--- config.mk ---
export PLATFORM = sky130hd
export DESIGN_NAME = mem_wb_stage
export DESIGN_NICKNAME = d
export VERILOG_FILES = /design/src/rtl/mem_pkg.sv /design/src/rtl/mem_wb_stage_load_extract.sv /design/src/rtl/mem_wb_stage.sv
export SDC_FILE = /design/constraint.sdc
export NUM_CORES = 1
export LEC_CHECK = 0
export BUFFER_PORTS_ARGS = -buffer_cell sky130_fd_sc_hd__buf_2
export CAP_MARGIN = 20
export CORE_AREA = 2 2 131 133
export CTS_BUF_LIST = sky130_fd_sc_hd__clkbuf_8
export DETAILED_ROUTE_END_ITERATION = 8
export DIE_AREA = 0 0 133 135
export PLACE_DENSITY = 0.82
export SLEW_MARGIN = 15
export SYNTH_ARGS = -nofsm -noshare
export SYNTH_HDL_FRONTEND = slang
export SYNTH_HIERARCHICAL = 1
export SYNTH_SLANG_ARGS = --single-unit
--- constraint.sdc ---
create_clock -name clk -period 2.5 [get_ports clk]
set_clock_uncertainty 0.1 [all_clocks]
set_input_delay 0.5 -clock clk [delete_from_list [all_inputs] [get_ports clk]]
set_output_delay 0.5 -clock clk [all_outputs]
set_load 0.02 [all_outputs]
--- src/rtl/mem_pkg.sv ---
// Shared types for the MEM/WB stage: funct3 codes, FSM states and the
// write-back bundle.
package mem_pkg;

  localparam logic [2:0] F3_LB  = 3'b000;
  localparam logic [2:0] F3_LH  = 3'b001;
  localparam logic [2:0] F3_LW  = 3'b010;
  localparam logic [2:0] F3_LD  = 3'b011;
  localparam logic [2:0] F3_LBU = 3'b100;
  localparam logic [2:0] F3_LHU = 3'b101;
  localparam logic [2:0] F3_LWU = 3'b110;

  localparam logic [2:0] F3_SB  = 3'b000;
  localparam logic [2:0] F3_SH  = 3'b001;
  localparam logic [2:0] F3_SW  = 3'b010;
  localparam logic [2:0] F3_SD  = 3'b011;

  localparam int WB_XMAX = 64;
  localparam int WB_RMAX = 8;

  typedef enum logic {
    S_IDLE = 1'b0,
    S_WAIT = 1'b1
  } state_t;

  // Sized for the widest build; narrower builds use the low bits.
  typedef struct packed {
    logic               reg_write;
    logic [WB_RMAX-1:0] rd_addr;
    logic [WB_XMAX-1:0] rd_data;
  } wb_t;

endpackage

--- src/rtl/mem_wb_stage_load_extract.sv ---
// Load data extraction: lane shift by byte offset, then sign/zero
// extension chosen by funct3.
module load_extract
  import mem_pkg::*;
#(
  parameter int XLEN = 32,
  parameter int OW   = $clog2(XLEN/8)
) (
  input  logic [XLEN-1:0] i_data,
  input  logic [OW-1:0]   i_off,
  input  logic [2:0]      i_f3,
  output logic [XLEN-1:0] o_data
);

  logic [XLEN-1:0] w_sh;

  assign w_sh = i_data >> {i_off, 3'b000};

  always_comb begin
    o_data = XLEN'(w_sh[15:0]);
    unique case (i_f3)
      F3_LB:  o_data = XLEN'($signed(w_sh[7:0]));
      F3_LBU: o_data = XLEN'(w_sh[7:0]);
      F3_LH:  o_data = XLEN'($signed(w_sh[15:0]));
      F3_LHU: o_data = XLEN'(w_sh[15:0]);
      F3_LW:  o_data = XLEN'($signed(w_sh[31:0]));
      F3_LWU: begin
        if (XLEN == 64) o_data = XLEN'(w_sh[31:0]);
      end
      F3_LD: begin
        if (XLEN == 64) o_data = w_sh;
      end
      default: o_data = XLEN'(w_sh[15:0]);
    endcase
  end

endmodule

--- src/rtl/mem_wb_stage.sv ---
// MEM/WB stage: req/ack data-memory port, load extraction, registered
// write-back. Optional misaligned-access trap: MEMWB_MISALIGN_TRAP_EN.
module mem_wb_stage
  import mem_pkg::*;
#(
  parameter int XLEN     = 32,
  parameter int ADDR_W   = 32,
  parameter int REG_ADDR = 5,
  parameter int TIMEOUT  = 15
) (
  input  logic                clk,
  input  logic                rst,
  input  logic                in_valid,
  output logic                in_ready,
  input  logic                flush,
  input  logic                mem_read,
  input  logic                mem_write,
  input  logic                reg_write,
  input  logic                mem_to_reg,
  input  logic                rd_src,
  input  logic [2:0]          funct3,
  input  logic [XLEN-1:0]     alu_out,
  input  logic [XLEN-1:0]     pc_to_reg,
  input  logic [XLEN-1:0]     rs2_data,
  input  logic [REG_ADDR-1:0] rd_addr,
  output logic                dm_req,
  output logic [XLEN/8-1:0]   dm_we,
  output logic [ADDR_W-1:0]   dm_addr,
  output logic [XLEN-1:0]     dm_wdata,
  input  logic                dm_ack,
  input  logic [XLEN-1:0]     dm_rdata,
  output logic                wb_valid,
  output logic                wb_reg_write,
  output logic [REG_ADDR-1:0] wb_rd_addr,
  output logic [XLEN-1:0]     wb_rd_data,
  output logic [XLEN-1:0]     fwd_rd_data,
  output logic                bus_err,
  output logic                misalign
);

  localparam int NB = XLEN/8;
  localparam int OW = $clog2(NB);
  localparam int CW = $clog2(TIMEOUT+1);

  state_t          r_state;
  state_t          w_next;
  logic [CW-1:0]   r_cnt;
  logic [OW-1:0]   r_off;
  logic [2:0]      r_f3;
  logic            r_m2r;
  wb_t             r_op;
  wb_t             r_wb;

  logic            w_acc;
  logic            w_mem;
  logic            w_mis;
  logic            w_trap;
  logic            w_go_mem;
  logic            w_tmo;
  logic [OW-1:0]   w_off;
  logic [OW-1:0]   w_mask;
  logic [OW-1:0]   w_off_al;
  logic [NB-1:0]   w_strb;
  logic [XLEN-1:0] w_ld;
  logic            w_unused;

  assign fwd_rd_data = rd_src ? pc_to_reg : alu_out;
  assign in_ready    = (r_state == S_IDLE);
  assign w_acc       = in_valid & in_ready & ~flush;
  assign w_mem       = mem_read | mem_write;
  assign w_off       = alu_out[OW-1:0];

  // Offset bits inside the access size: misalignment source,
  // and cleared to force natural alignment.
  always_comb begin
    w_mask = '0;
    w_strb = '1;
    unique case (1'b1)
      funct3[1:0] == 2'b00: begin
        w_mask = '0;
        w_strb = NB'(1);
      end
      funct3[1:0] == 2'b01: begin
        w_mask = OW'(1);
        w_strb = NB'(3);
      end
      funct3[1:0] == 2'b10: begin
        w_mask = OW'(3);
        w_strb = NB'(15);
      end
      default: begin
        w_mask = '1;
        w_strb = '1;
      end
    endcase
  end

  assign w_mis    = |(w_off & w_mask);
  assign w_off_al = w_off & ~w_mask;

`ifdef MEMWB_MISALIGN_TRAP_EN
  assign w_trap = w_mis;
`else
  assign w_trap = 1'b0;
`endif

  assign w_go_mem = w_acc & w_mem & ~w_trap;
  assign w_tmo    = (r_state == S_WAIT) & ~dm_ack
                  & (r_cnt == CW'(TIMEOUT-1));

  load_extract #(
    .XLEN (XLEN)
  ) u_ld (
    .i_data (dm_rdata),
    .i_off  (r_off),
    .i_f3   (r_f3),
    .o_data (w_ld)
  );

  always_comb begin
    w_next = r_state;
    unique case (r_state)
      S_IDLE:  if (w_go_mem) w_next = S_WAIT;
      S_WAIT:  if (dm_ack | w_tmo) w_next = S_IDLE;
      default: w_next = S_IDLE;
    endcase
  end

  always_ff @(posedge clk) begin
    if (!rst) r_state <= S_IDLE;
    else      r_state <= w_next;
  end

  always_ff @(posedge clk) begin
    if (!rst) begin
      dm_req   <= 1'b0;
      dm_we    <= '0;
      dm_addr  <= '0;
      dm_wdata <= '0;
      wb_valid <= 1'b0;
      bus_err  <= 1'b0;
      r_wb     <= '0;
      r_op     <= '0;
      r_cnt    <= '0;
      r_off    <= '0;
      r_f3     <= '0;
      r_m2r    <= 1'b0;
    end else begin
      wb_valid <= 1'b0;
      bus_err  <= 1'b0;
      if (w_acc & ~w_go_mem) begin
        wb_valid <= 1'b1;
        r_wb <= '{reg_write: reg_write & ~w_mem,
                  rd_addr:   WB_RMAX'(rd_addr),
                  rd_data:   WB_XMAX'(fwd_rd_data)};
      end
      if (w_go_mem) begin
        dm_req   <= 1'b1;
        dm_we    <= mem_write ? (w_strb << w_off_al) : '0;
        dm_addr  <= ADDR_W'(alu_out) & ~ADDR_W'(NB-1);
        dm_wdata <= rs2_data << {w_off_al, 3'b000};
        r_op <= '{reg_write: reg_write & ~mem_write,
                  rd_addr:   WB_RMAX'(rd_addr),
                  rd_data:   WB_XMAX'(fwd_rd_data)};
        r_off    <= w_off_al;
        r_f3     <= funct3;
        r_m2r    <= mem_to_reg;
        r_cnt    <= '0;
      end
      if (r_state == S_WAIT) begin
        if (dm_ack) begin
          dm_req   <= 1'b0;
          dm_we    <= '0;
          wb_valid <= 1'b1;
          r_wb.reg_write <= r_op.reg_write;
          r_wb.rd_addr   <= r_op.rd_addr;
          r_wb.rd_data   <= r_m2r ? WB_XMAX'(w_ld)
                                  : r_op.rd_data;
        end else if (w_tmo) begin
          dm_req  <= 1'b0;
          dm_we   <= '0;
          bus_err <= 1'b1;
        end else begin
          r_cnt <= r_cnt + 1'b1;
        end
      end
    end
  end

`ifdef MEMWB_MISALIGN_TRAP_EN
  logic r_mis;

  always_ff @(posedge clk) begin
    if (!rst) r_mis <= 1'b0;
    else      r_mis <= w_acc & w_mem & w_mis;
  end

  assign misalign = r_mis;
`else
  assign misalign = 1'b0;
`endif

  assign wb_reg_write = r_wb.reg_write;
  assign wb_rd_addr   = r_wb.rd_addr[REG_ADDR-1:0];
  assign wb_rd_data   = r_wb.rd_data[XLEN-1:0];

  // Upper bundle bits are only live in wide builds.
  assign w_unused = ^{r_wb, r_op, w_mis};

endmodule

==> impl_results.md, run 1 <==
* Status: complete, no violations
* CTS Hold Bufs at 0
* Worst EP required at 2.74 ns
* Final-report max-slew violation count at 0
* Max Freq at 459 MHz
* FF-to-FF setup slack at 0.32 ns
* Synth warnings at 6
* Vias in the first global route at 7599
* CTS tree: done
* Area delta synth->final at 23.6%
* # resized after CTS at 0
* Tcrit/Tclk final at 87.2%
* CTS buffer count at 17
* Setup Fix Bufs, Post-CTS at 0
* Initial antenna violation count at 0
* # fillers at 1404
* Syn Area/Cell at 8.63 um^2
* Clock Tree Buf Depth at 2
* Hold path depth at 2
* Synth cell types at 52
* Initial core utilization at 52.2%
* Internal power at 4.17 mW
* Final number of setup-violating endpoints at 0
* CP Data Arrival Time at 2.42 ns
* Clock power share at 33.6%
* Crit path capture type: register
* Slew at the pin closest to its max-slew limit at 0.993 ns
* Pin count of the biggest net entering global routing at 80
* WL/cell at between 15 and 20 um
* GRT overflow at 0
* CP max FO at 32
* Setup total negative slack at 0 ns
* Setup WS post-layout at 0.319 ns
* Detailed Route Iter0 Violations at between 400 and 500
* Worst Reg-to-Reg Cells at 8
* Area after DPL at 10200 um^2
* Post-route DRC at 0
* Fraction of registers with async set/reset at 0%
* NetSw at ~1.8 mW
* Place WS at roughly 0.32 ns
* Largest cells by area after synthesis: dfxtp_1 (36%), nand2_1 (6.4%), mux2_2 (6.3%), mux2i_1 (6.2%), a21oi_1 (4.3%)
* Clock transition at path regs at 0.08 ns
* CTS Sinks at 156
* Gp weighted congestion at about 0.93
* Worst IR drop on VDD at 0.398 mV
* Area of the core at roughly 16000 um^2
* Switch share at 30.3%
* Main synth FF type: dfxtp_1
* Static Leakage at 4.78 nW
* EDFF count, synth at 0
* TritonRoute pass-1 iters at 5
* Total Wirelength at 24.5 mm
* H-tree levels at 4
* Cells after synthesis at between 900 and 1000
* Total power at 5.98 mW
* Hold Crit Endpoint: bus_err$_SDFF_PP0_
* Hold path start: dm_ack
* Setup Crit Path Kind: register to register
* Hold Crit Class: input pin to register
* Final hold violations at 0
* Row cnt at 47
* Rel. slew slack at between 30% and 40%
* GRT Util Overall at 26.4%
* Pwr/cell area at roughly 560 nW/um^2
* Sequential share of power at around 45%
* Die Area at 18000 um^2
* Via Count at 8193
* RSZ-0062 raised after global routing: false
* R2r startpoint: r_off[0]$_SDFFE_PN0P_
* Type of origin of the critical path: register
* Io pins at about 290
* First-pass GRT wire length at slightly below 40 mm
* Share of cells above drive strength 1 at 35.0%
* Leading area contributor after synthesis: dfxtp_1
* Final Cell Area at 10600 um^2
* Sequential fraction of the synthesis area at 36.5%
* Nets@finish at 1379
* DR vias/cell at 5.60
* Clk_lat worst skew at between 0.4 and 0.5 ns
* Logic pwr share at between 20% and 30%
* Synth Register Bits at approximately 160
* Post-layout min period at 2.18 ns
* Root Buffer: clkbuf_8
* Cell Area, Synth at 8570 um^2
* Routed Antenna Nets at 0
* Area share of the largest cell type after synthesis at 36.5%
* Antenna diodes at 0
* Number of buffers added on ports at about 290
* HPWL after DPL at 17.2 mm
* Chip Width at 133 um
* RR Endpoint: wb_rd_data[22]$_SDFF_PN0_
* Max Cap Violations at 0
* Die H at 135 um
* Core Util, Final at 64.5%
layout make-up:
| class | instances | area, um^2 | share of cell area (%) |
|---|---|---|---|
| multi-input cells | 736 | 4960 | 46.8 |
| flip-flops and latches | 156 | 3120 | 29.5 |
| repair buffers | 315 | 1790 | 16.9 |
| well taps | 220 | 275 | 2.60 |
| clock buffers | 18 | 248 | 2.34 |
| clock inverters | 14 | 173 | 1.63 |
| inverters | 5 | 18.8 | 0.177 |
layout by cell type, fill, tap and decap left out, types with 3 or more instances in the layout:
cell,netlist,routed
nand3_1,12,12
nor2_1,73,73
buf_4,12,20
bufinv_16,0,3
o21ai_1,7,6
o211ai_1,8,8
o221a_2,8,8
buf_12,0,11
clkbuf_8,0,18
a32oi_1,8,8
a21oi_1,73,73
a211o_1,31,31
a22oi_1,9,9
o21ai_0,45,45
buf_2,28,284
inv_1,4,6
clkinv_4,0,5
o21a_1,10,10
nor2b_1,35,35
nand2_1,146,144
conb_1,1,3
mux2i_1,53,53
a21boi_0,13,13
a22o_1,16,16
nor4bb_1,16,16
a2bb2oi_1,7,7
nor3b_2,16,16
o211ai_2,8,8
nand3b_1,10,10
dfxtp_1,156,155
mux2_2,48,48
a21boi_1,41,41
nor3b_1,18,18
synth_stat cells (4+ instances only):
library cell / number
buf_2: 28
a21boi_0: 13
dfxtp_1: 156
buf_4: 12
o211ai_2: 8
o221a_2: 8
buf_6: 4
a21boi_1: 41
o21ai_0: 45
nor2_1: 73
a211o_1: 31
a32oi_1: 8
a22oi_1: 9
mux2_2: 48
nor2b_1: 35
nand2_1: 146
inv_1: 4
nor4bb_1: 16
nand3_1: 12
a22o_1: 16
o211ai_1: 8
nor3b_1: 18
mux2i_1: 53
o21ai_1: 7
o21a_1: 10
a2bb2oi_1: 7
nand3b_1: 10
nor3b_2: 16
a21oi_1: 73
clkbuf_1: 47
buf_1: 5
worst max path at each step:
stage                          startpoint                   endpoint  slack [ns]  depth (start not counted)
floorplan                      alu_out[1]             fwd_rd_data[1]        0.45                          3
global placement             dm_rdata[31]  wb_rd_data[22]$_SDFF_PN0_        0.39                          8
detailed placement              mem_write       r_op[1]$_SDFFE_PN0P_        0.32                          5
CTS                 r_off[0]$_SDFFE_PN0P_  wb_rd_data[22]$_SDFF_PN0_        0.34                          8
global route        r_off[0]$_SDFFE_PN0P_  wb_rd_data[22]$_SDFF_PN0_        0.23                          8
finish              r_off[0]$_SDFFE_PN0P_  wb_rd_data[22]$_SDFF_PN0_        0.32                          8
power by group through the flow:
| stage | combinational [mW] | clock [mW] | sequential, mW |
|---|---|---|---|
| finish | 1.28 | 2.01 | 2.69 |
| global route | 1.39 | 2.15 | 2.70 |
| CTS | 1.28 | 2.05 | 2.68 |
| detailed placement | 1.28 | 0 | 2.74 |
| global placement | 1.26 | 0 | 2.74 |
| floorplan | 0.729 | 0 | 2.84 |
state kept, by name, summed over array words and instances (netlist names):
signal,cells
dm_req,1
r_cnt,4
dm_addr,30
wb_reg_write,1
r_m2r,1
bus_err,1
wb_valid,1
dm_we,4
dm_wdata,32
r_f3,3
r_op,38
wb_rd_data,32
r_state,1
r_off,2
wb_rd_addr,5
metrics by stage:
step / std cells / hold slack (ns)
final: 1464 / 0.178
after global routing: 1464 / 0.152
after CTS: 1464 / 0.162
after detailed placement: 1432 / 0.341
after global placement: 1432 / 0.337
after floorplan: 995 / 0.332
critical path, cell delays in order, from the launching register on:
cell and delay [ns]:
dfxtp_1 0.45, buf_4 0.41, nand3b_1 0.17, o21a_1 0.12, buf_4 0.23, o211ai_1 0.17, a211o_1 0.32, nand2_1 0.06
a21oi_1 0.04
cell families after synthesis:
logic type / count (synthesis) / synth area share [%]
compound gates: 288 / 23.5
fa+ha+maj: 2 / 0.292
buf+inv: 103 / 5.94
flops: 156 / 36.5
mux: 103 / 12.9
other cells: 1 / 0.0438
simple gates: 340 / 20.9
metal layers:
| metal | part of all wire, % | vias up | track usage (%) |
|---|---|---|---|
| met1 | 43 | 3868 | 33.1 |
| li1 | - | 4016 | - |
| met4 | 1.3 | 0 | 7.41 |
| met2 | 50 | 282 | 46.1 |
| met3 | 6.0 | 27 | 5.48 |
| met5 | 0 | - | 0 |
No activity file was read; power rests on OpenSTA's default activity.
==> run 2, diff against run 1 <==
--- a/config.mk
+++ b/config.mk
@@ -7,11 +7,12 @@
 export LEC_CHECK = 0
 export BUFFER_PORTS_ARGS = -buffer_cell sky130_fd_sc_hd__buf_2
 export CAP_MARGIN = 20
-export CORE_AREA = 2 2 131 133
+export CORE_AREA = 2 2 155 112
 export CTS_BUF_LIST = sky130_fd_sc_hd__clkbuf_8
+export CTS_CLUSTER_DIAMETER = 150
 export DETAILED_ROUTE_END_ITERATION = 8
-export DIE_AREA = 0 0 133 135
-export PLACE_DENSITY = 0.82
+export DIE_AREA = 0 0 157 114
+export PLACE_DENSITY = 0.83
 export SLEW_MARGIN = 15
 export SYNTH_ARGS = -nofsm -noshare
 export SYNTH_HDL_FRONTEND = slang
==> run 2 against run 1 <==
Net effect: clock-buffer cell count stayed put; clock power is 5% lower; sequential share of layout area is 0.10 points lower; die area is 0.32% lower; hold slack worse by 0.00077 ns; core utilization is 0.40 points lower.
==> impl_results.md, run 2 (synthesis gave the netlist of run 1 again) <==
* Crit path buffers/inverters at 1
* CTS tree: done
* Share of cells above drive strength 1 at a little over a third
* CP cell instances: mux2_4, a32oi_4, buf_4, o211ai_2, mux2_2, o21ai_0, a21oi_1
* CP Data Arrival Time at approximately 2.4 ns
* TritonRoute pass-1 iters at 6
* H-tree levels at 4
* Chip Width at between 150 and 200 um
* Final number of setup-violating endpoints at 0
* Area delta synth->final at 24.0%
* First-pass GRT wire length at roughly 41 mm
* Clock transition at path regs at approximately 0.09 ns
* Critical path launch point: r_off[0]$_SDFFE_PN0P_
* GRT Util Overall at 28.9%
* Area of the core at 16600 um^2
* Crit path capture type: register
* Commonest non-fill, non-tap cell in the layout: buf_2
* R2r startpoint: r_off[0]$_SDFFE_PN0P_
* Setup Fix Bufs, Post-CTS at 0
* FF-to-FF setup slack at 0.38 ns
* Setup Crit Path Kind: register to register
* Io pins at slightly below 300
* Max Freq at 471 MHz
* WL/cell at approximately 18 um
* Nets@finish at 1382
* Status: complete, no violations
* Reg with most FFs: r_op
* Worst EP required at 2.72 ns
* Number of buffers added on ports at 285
* Root Buffer: clkbuf_8
* Critical path's largest stage delay at around 0.51 ns
* CP max FO at 12
* Detailed Route Iter0 Violations at roughly 740
* CP Capture Point: wb_rd_data[19]$_SDFF_PN0_
* Top delay family on crit path: multiplexers
* Die Area at 17900 um^2
* Die H at 114 um
* CTS Sinks at 156
* Initial antenna violation count at 1
* Via Count at 8374
* Initial core utilization at between 50% and 60%
* # resized after CTS at 0
* Worst IR drop on VDD at 0.334 mV
* Pwr/cell area at ~560 nW/um^2
* Row cnt at 40
* CP max-delay cell: dfxtp_1
* Clock Tree Buf Depth at 2
* CTS buffer count at 17
* HPWL after DPL at between 15 and 20 mm
* RSZ-0062 raised after global routing: false
* Worst Reg-to-Reg Cells at 7
* RR Endpoint: wb_rd_data[19]$_SDFF_PN0_
* Type of origin of the critical path: register
* Pin count of the biggest net entering global routing at 65
* Slew at the pin closest to its max-slew limit at 0.763 ns
* Total Wirelength at 26.2 mm
* Setup total negative slack at 0 ns
* Static Leakage at ~4.8 nW
* DR vias/cell at 5.66
* Gp weighted congestion at 0.913
* Post-layout min period at 2.12 ns
* Final hold violations at 0
* Hold Crit Class: input pin to register
* Vias in the first global route at 7752
* Total power at 5.91 mW
* CTS Hold Bufs at 0
* Commonest cells after routing, fill and taps aside: buf_2 (284), dfxtp_1 (155), nand2_1 (144)
* Clk_lat worst skew at 0.45 ns
* Max Cap Violations at 0
* Largest register FFs at 38
* Post-route DRC at 0
* Routed Antenna Nets at 0
* Final-report max-slew violation count at 0
* Tcrit/Tclk final at 84.9%
* GRT overflow at 0
* CP Depth at 7
* Rel. slew slack at 49.0%
[run 2: cell types whose count changed in the layout (fill, tap and decap cells not counted)]
cell / previous run / this run
buf_12: 11 / 13
buf_4: 20 / 21
bufinv_16: 3 / 2
clkinv_2: 1 / 2
clkinv_4: 5 / 3
diode_2: 0 / 1
inv_6: 0 / 3
inv_8: 1 / 0
[run 2: report_power, final]
part | leakage, nW | internal, mW | switching [mW]
Sequential | 1.27 | 2.61 | 0.0725
Combinational | 3.31 | 0.542 | 0.764
Clock | 0.202 | 0.916 | 0.995
Total | 4.79 | 4.07 | 1.83
[run 2: cell type report]
| class | count | area, um^2 |
|---|---|---|
| fill | 1478 | 5940 |
| multi-input combinational | 736 | 4960 |
| antenna | 1 | 2.50 |
| clock inverter | 14 | 145 |
| sequential | 156 | 3120 |
| timing repair buffer | 318 | 1840 |
| tap | 231 | 289 |
| inverter | 5 | 18.8 |
| clock buffer | 18 | 248 |
[run 2: tightest hold or removal path, stage by stage]
cell and delay [ns]:
buf_2 0.10, nand2_1 0.05, a21boi_1 0.05
[run 2: worst min path at each step]
| stage | startpoint | endpoint | slack, ns | cells past startpoint |
|---|---|---|---|---|
| 2_1_floorplan | r_op[64]$_SDFFE_PN0P_ | r_op[64]$_SDFFE_PN0P_ | 0.33 | 2 |
| 3_3_place_gp | dm_addr[7]$_SDFFE_PN0P_ | dm_addr[7]$_SDFFE_PN0P_ | 0.34 | 2 |
| 3_5_place_dp | dm_addr[11]$_SDFFE_PN0P_ | dm_addr[11]$_SDFFE_PN0P_ | 0.34 | 2 |
| 4_1_cts | alu_out[7] | dm_addr[7]$_SDFFE_PN0P_ | 0.16 | 3 |
| 5_1_grt | alu_out[9] | dm_addr[9]$_SDFFE_PN0P_ | 0.16 | 3 |
| 6_report | alu_out[7] | dm_addr[7]$_SDFFE_PN0P_ | 0.18 | 3 |
[run 2: per-stage QoR]
stage	instances	cell area, um^2	util [%]	setup slack (ns)	hold slack [ns]
4_1_cts	1478	10600	64.1	0.364	0.161
3_3_place_gp	1446	10200	61.8	0.315	0.337
2_1_floorplan	995	8570	-	0.446	0.332
6_report	1479	10600	64.1	0.377	0.178
3_5_place_dp	1446	10200	61.8	0.260	0.342
5_1_grt	1479	10600	64.1	0.214	0.156
[run 2: layer usage]
metal	GRT usage (%)	wire, um
met5	0	0
met4	7.83	456
met3	7.03	2180
met2	44.1	11600
met1	40.8	12000
==> run 3, diff against run 2 <==
--- a/config.mk
+++ b/config.mk
@@ -5,14 +5,15 @@
 export SDC_FILE = /design/constraint.sdc
 export NUM_CORES = 1
 export LEC_CHECK = 0
+export ABC_AREA = 1
 export BUFFER_PORTS_ARGS = -buffer_cell sky130_fd_sc_hd__buf_2
 export CAP_MARGIN = 20
-export CORE_AREA = 2 2 155 112
+export CORE_AREA = 2 2 160 115
 export CTS_BUF_LIST = sky130_fd_sc_hd__clkbuf_8
 export CTS_CLUSTER_DIAMETER = 150
 export DETAILED_ROUTE_END_ITERATION = 8
-export DIE_AREA = 0 0 157 114
-export PLACE_DENSITY = 0.83
+export DIE_AREA = 0 0 162 117
+export PLACE_DENSITY = 0.78
 export SLEW_MARGIN = 15
 export SYNTH_ARGS = -nofsm -noshare
 export SYNTH_HDL_FRONTEND = slang
==> constraint.sdc (replaced) <==
create_clock -name clk -period 1.7 [get_ports clk]
set_clock_uncertainty 0.1 [all_clocks]
set_input_delay 0.34 -clock clk [delete_from_list [all_inputs] [get_ports clk]]
set_output_delay 0.34 -clock clk [all_outputs]
set_load 0.02 [all_outputs]
==> run 3 against run 2 <==
Net effect: die area grew 5.9%; clock power grew 29%; register-to-register slack lost 0.27 ns; critical endpoint is now fwd_rd_data[19].
==> impl_results.md, run 3 <==
* Status: complete, no violations
* Final hold violations at 0
* RSZ-0062 raised after global routing: true
* Via Count at ~9000
* Worst IR drop on VDD at 0.471 mV
* Die H at 117 um
* CTS tree: done
* Setup total negative slack at 0 ns
* Static Leakage at 5.36 nW
* Logic pwr share at 24.1%
* Post-synthesis mux area share at less than 1%
* XOR/XNOR Fraction of Synth Area at 0%
* Crit path buffers/inverters at 3
* Cells after synthesis at 1223
* Internal power at roughly 5.7 mW
* CTS Hold Bufs at 0
* WL/cell at 15.3 um
* Crit path capture type: output pin
* Clk_lat worst skew at 0.44 ns
* Share of cells above drive strength 1 at 28.4%
* EDFF count, synth at 0
* Switch share at 33.0%
* Commonest cells in the netlist: nand2_1 (303), o21ai_0 (164), dfxtp_1 (156)
* Chip Width at 162 um
* Slew at the pin closest to its max-slew limit at 0.571 ns
* Detailed Route Iter0 Violations at between 800 and 900
* Area delta synth->final at 28.8%
* Synth Register Bits at 156
* Final-report max-slew violation count at 0
* Largest family of logic cells by synthesized area: simple AND/OR/NAND/NOR gates
* Hold Crit Endpoint: dm_addr[7]$_SDFFE_PN0P_
* R2r startpoint: r_off[0]$_SDFFE_PN0P_
* CTS buffer count at 17
* Setup Crit Path Kind: input pin to output pin
* Initial antenna violation count at 2
* Most used cell, CP: buf_2
* Sequential share of power at between 40% and 50%
* Post-layout min period at 1.69 ns
* Pin count of the biggest net entering global routing at just over 70
* Gp weighted congestion at 0.982
* Largest cells by area after synthesis: dfxtp_1 (39%), nand2_1 (14%), o21ai_0 (10%), a21oi_1 (6.5%), inv_1 (5.7%)
* CP Depth at 5
* CTS Sinks at roughly 160
* NetSw at roughly 2.8 mW
* Vias in the first global route at ~7800
* Sequential fraction of the synthesis area at 38.8%
* Layout Cells excl Fill at approximately 1800
* Fraction of registers with async set/reset at 0%
* Adder-cell share of the synthesized area at 0.311%
* CP max-delay cell: o21ai_1
* Critical path's largest stage delay at 0.26 ns
* Placed insts at 1726
* GRT overflow at 0
* Commonest cells after routing, fill and taps aside: nand2_1 (303), buf_2 (283), dfxtp_1 (155)
* Leading area contributor after synthesis: dfxtp_1
* Hold Crit Class: input pin to register
* Area of the core at 17500 um^2
* Tcrit/Tclk final at 99.5%
* Core Util, Final at about three fifths
* Worst Reg-to-Reg Cells at 8
* Io pins at 289
* Clock transition at path regs at about 0.090 ns
* Cell Area, Synth at 8060 um^2
* Compound-Gate Fraction of Synth Area at roughly 20%
* Main synth FF type: dfxtp_1
* CP cell instances: buf_2, buf_4, nand2_1, o21ai_1, buf_2
* FF-to-FF setup slack at 0.11 ns
* Synth cell types at 38
* Max Freq at around 590 MHz
* Initial core utilization at between 40% and 50%
* Area share of the largest cell type after synthesis at 38.8%
* Die Area at between 15000 and 20000 um^2
* Syn Area/Cell at about 6.6 um^2
* Nets@finish at between 1500 and 2000
* Worst EP required at 1.26 ns
* Final number of setup-violating endpoints at 0
* Synth warnings at 6
* # fillers at 1743
* CP Data Arrival Time at 1.25 ns
* Pwr/cell area at 813 nW/um^2
* Type of origin of the critical path: input pin
* H-tree levels at 4
* Clock Tree Buf Depth at 2
* DR vias/cell at 5.14
* Post-route DRC at 0
* Rel. slew slack at between 60 and 70%
* Row cnt at between 40 and 50
* Top delay family on crit path: buffers and inverters
* Clock power share at 29.2%
* Commonest non-fill, non-tap cell in the layout: nand2_1
* Largest register FFs at 38
* First-pass GRT wire length at 40.5 mm
* Routed Antenna Nets at 0
* Root Buffer: clkbuf_8
* Max Cap Violations at 0
* Hold path start: alu_out[7]
* Total Wirelength at approximately 27 mm
* RR Endpoint: wb_rd_data[31]$_SDFF_PN0_
* CP max FO at 14
* TritonRoute pass-1 iters at 6
* Count leader, synth: nand2_1
* GRT Util Overall at 27.2%
* Hold path depth at 3
* HPWL after DPL at 20.1 mm
* Simple-gate share of the synthesized area at 27.9%
* Number of buffers added on ports at 285
* Reg with most FFs: r_op
[run 3: cell types whose count changed after synthesis, moves of 35 or more]
cell | previous run | this run
nand2_1 | 146 | 303
o21ai_0 | 45 | 164
inv_1 | 4 | 122
nand3_1 | 12 | 89
mux2i_1 | 53 | 3
mux2_2 | 48 | 0
nor2_1 | 73 | 117
a21boi_1 | 41 | 0
nor2b_1 | 35 | 0
[run 3: worst register-to-register path: stages, from the launching register on]
cell and delay, ns:
dfxtp_2 0.37, buf_4 0.17, nand2_1 0.08, nand3_2 0.11, nand3_4 0.13, buf_4 0.18
nand3_1 0.12, a21oi_1 0.18, nor2_1 0.06
[run 3: kinds of logic after synthesis]
logic type	count (synthesis)
and+or+nand+nor	536
other	1
muxes	3
buffers and inverters	217
AOI/OAI and AO/OA	308
adders and majority gates	2
DFF	156
[run 3: repair_timing]
item / 4_1_cts / 5_1_grt
resized for setup: 9 / 14
pin swaps: 0 / 1
setup endpoints to repair: 10 / 22
setup buffers: 0 / 2
[run 3: power by group through the flow]
stage / Clock, mW / Sequential, mW / Combinational [mW]
floorplan: 0 / 4.17 / 1.04
global placement: 0 / 4.02 / 1.96
detailed placement: 0 / 4.03 / 1.98
CTS: 2.51 / 3.95 / 1.99
global route: 2.69 / 3.97 / 2.21
finish: 2.46 / 3.95 / 2.03
[run 3: how the worst max path moves through the flow]
stage | slack (ns) | end | start
finish | 0.008 | fwd_rd_data[19] | rd_src
global route | -0.06 | fwd_rd_data[22] | rd_src
CTS | 0.006 | fwd_rd_data[11] | rd_src
detailed placement | -0.1 | fwd_rd_data[19] | rd_src
global placement | -0.12 | fwd_rd_data[23] | rd_src
floorplan | -0.01 | r_op[12]$_SDFFE_PN0P_ | rd_src
[run 3: final cells by class]
type / count / area (um^2) / share of cell area (%)
clock buffer: 19 / 262 / 2.52
inverter: 129 / 487 / 4.69
sequential: 156 / 3120 / 30.1
clock inverter: 12 / 76.3 / 0.735
antenna: 2 / 5.00 / 0.0482
timing repair buffer: 355 / 2130 / 20.5
tap: 236 / 295 / 2.85
multi-input combinational: 852 / 4000 / 38.6
[run 3: through the flow]
step                      setup slack [ns]  hold WS, ns  power (mW)  cell area [um^2]
after global routing               -0.0586       0.0167        8.87             10400
final                              0.00806       0.0435        8.44             10400
after global placement              -0.120        0.332        5.98              9970
after CTS                          0.00613      0.00999        8.45             10300
after detailed placement           -0.0968        0.337        6.00              9970
after floorplan                    -0.0143        0.324        5.21              8060
[run 3: routing by layer]
metal / routed length (um) / vias up / track usage, %
met2: 12300 / 417 / 43.7
met5: 0 / - / 0
met1: 12200 / 4102 / 37.7
met4: 296 / 0 / 6.67
li1: - / 4501 / -
met3: 2210 / 25 / 5.67
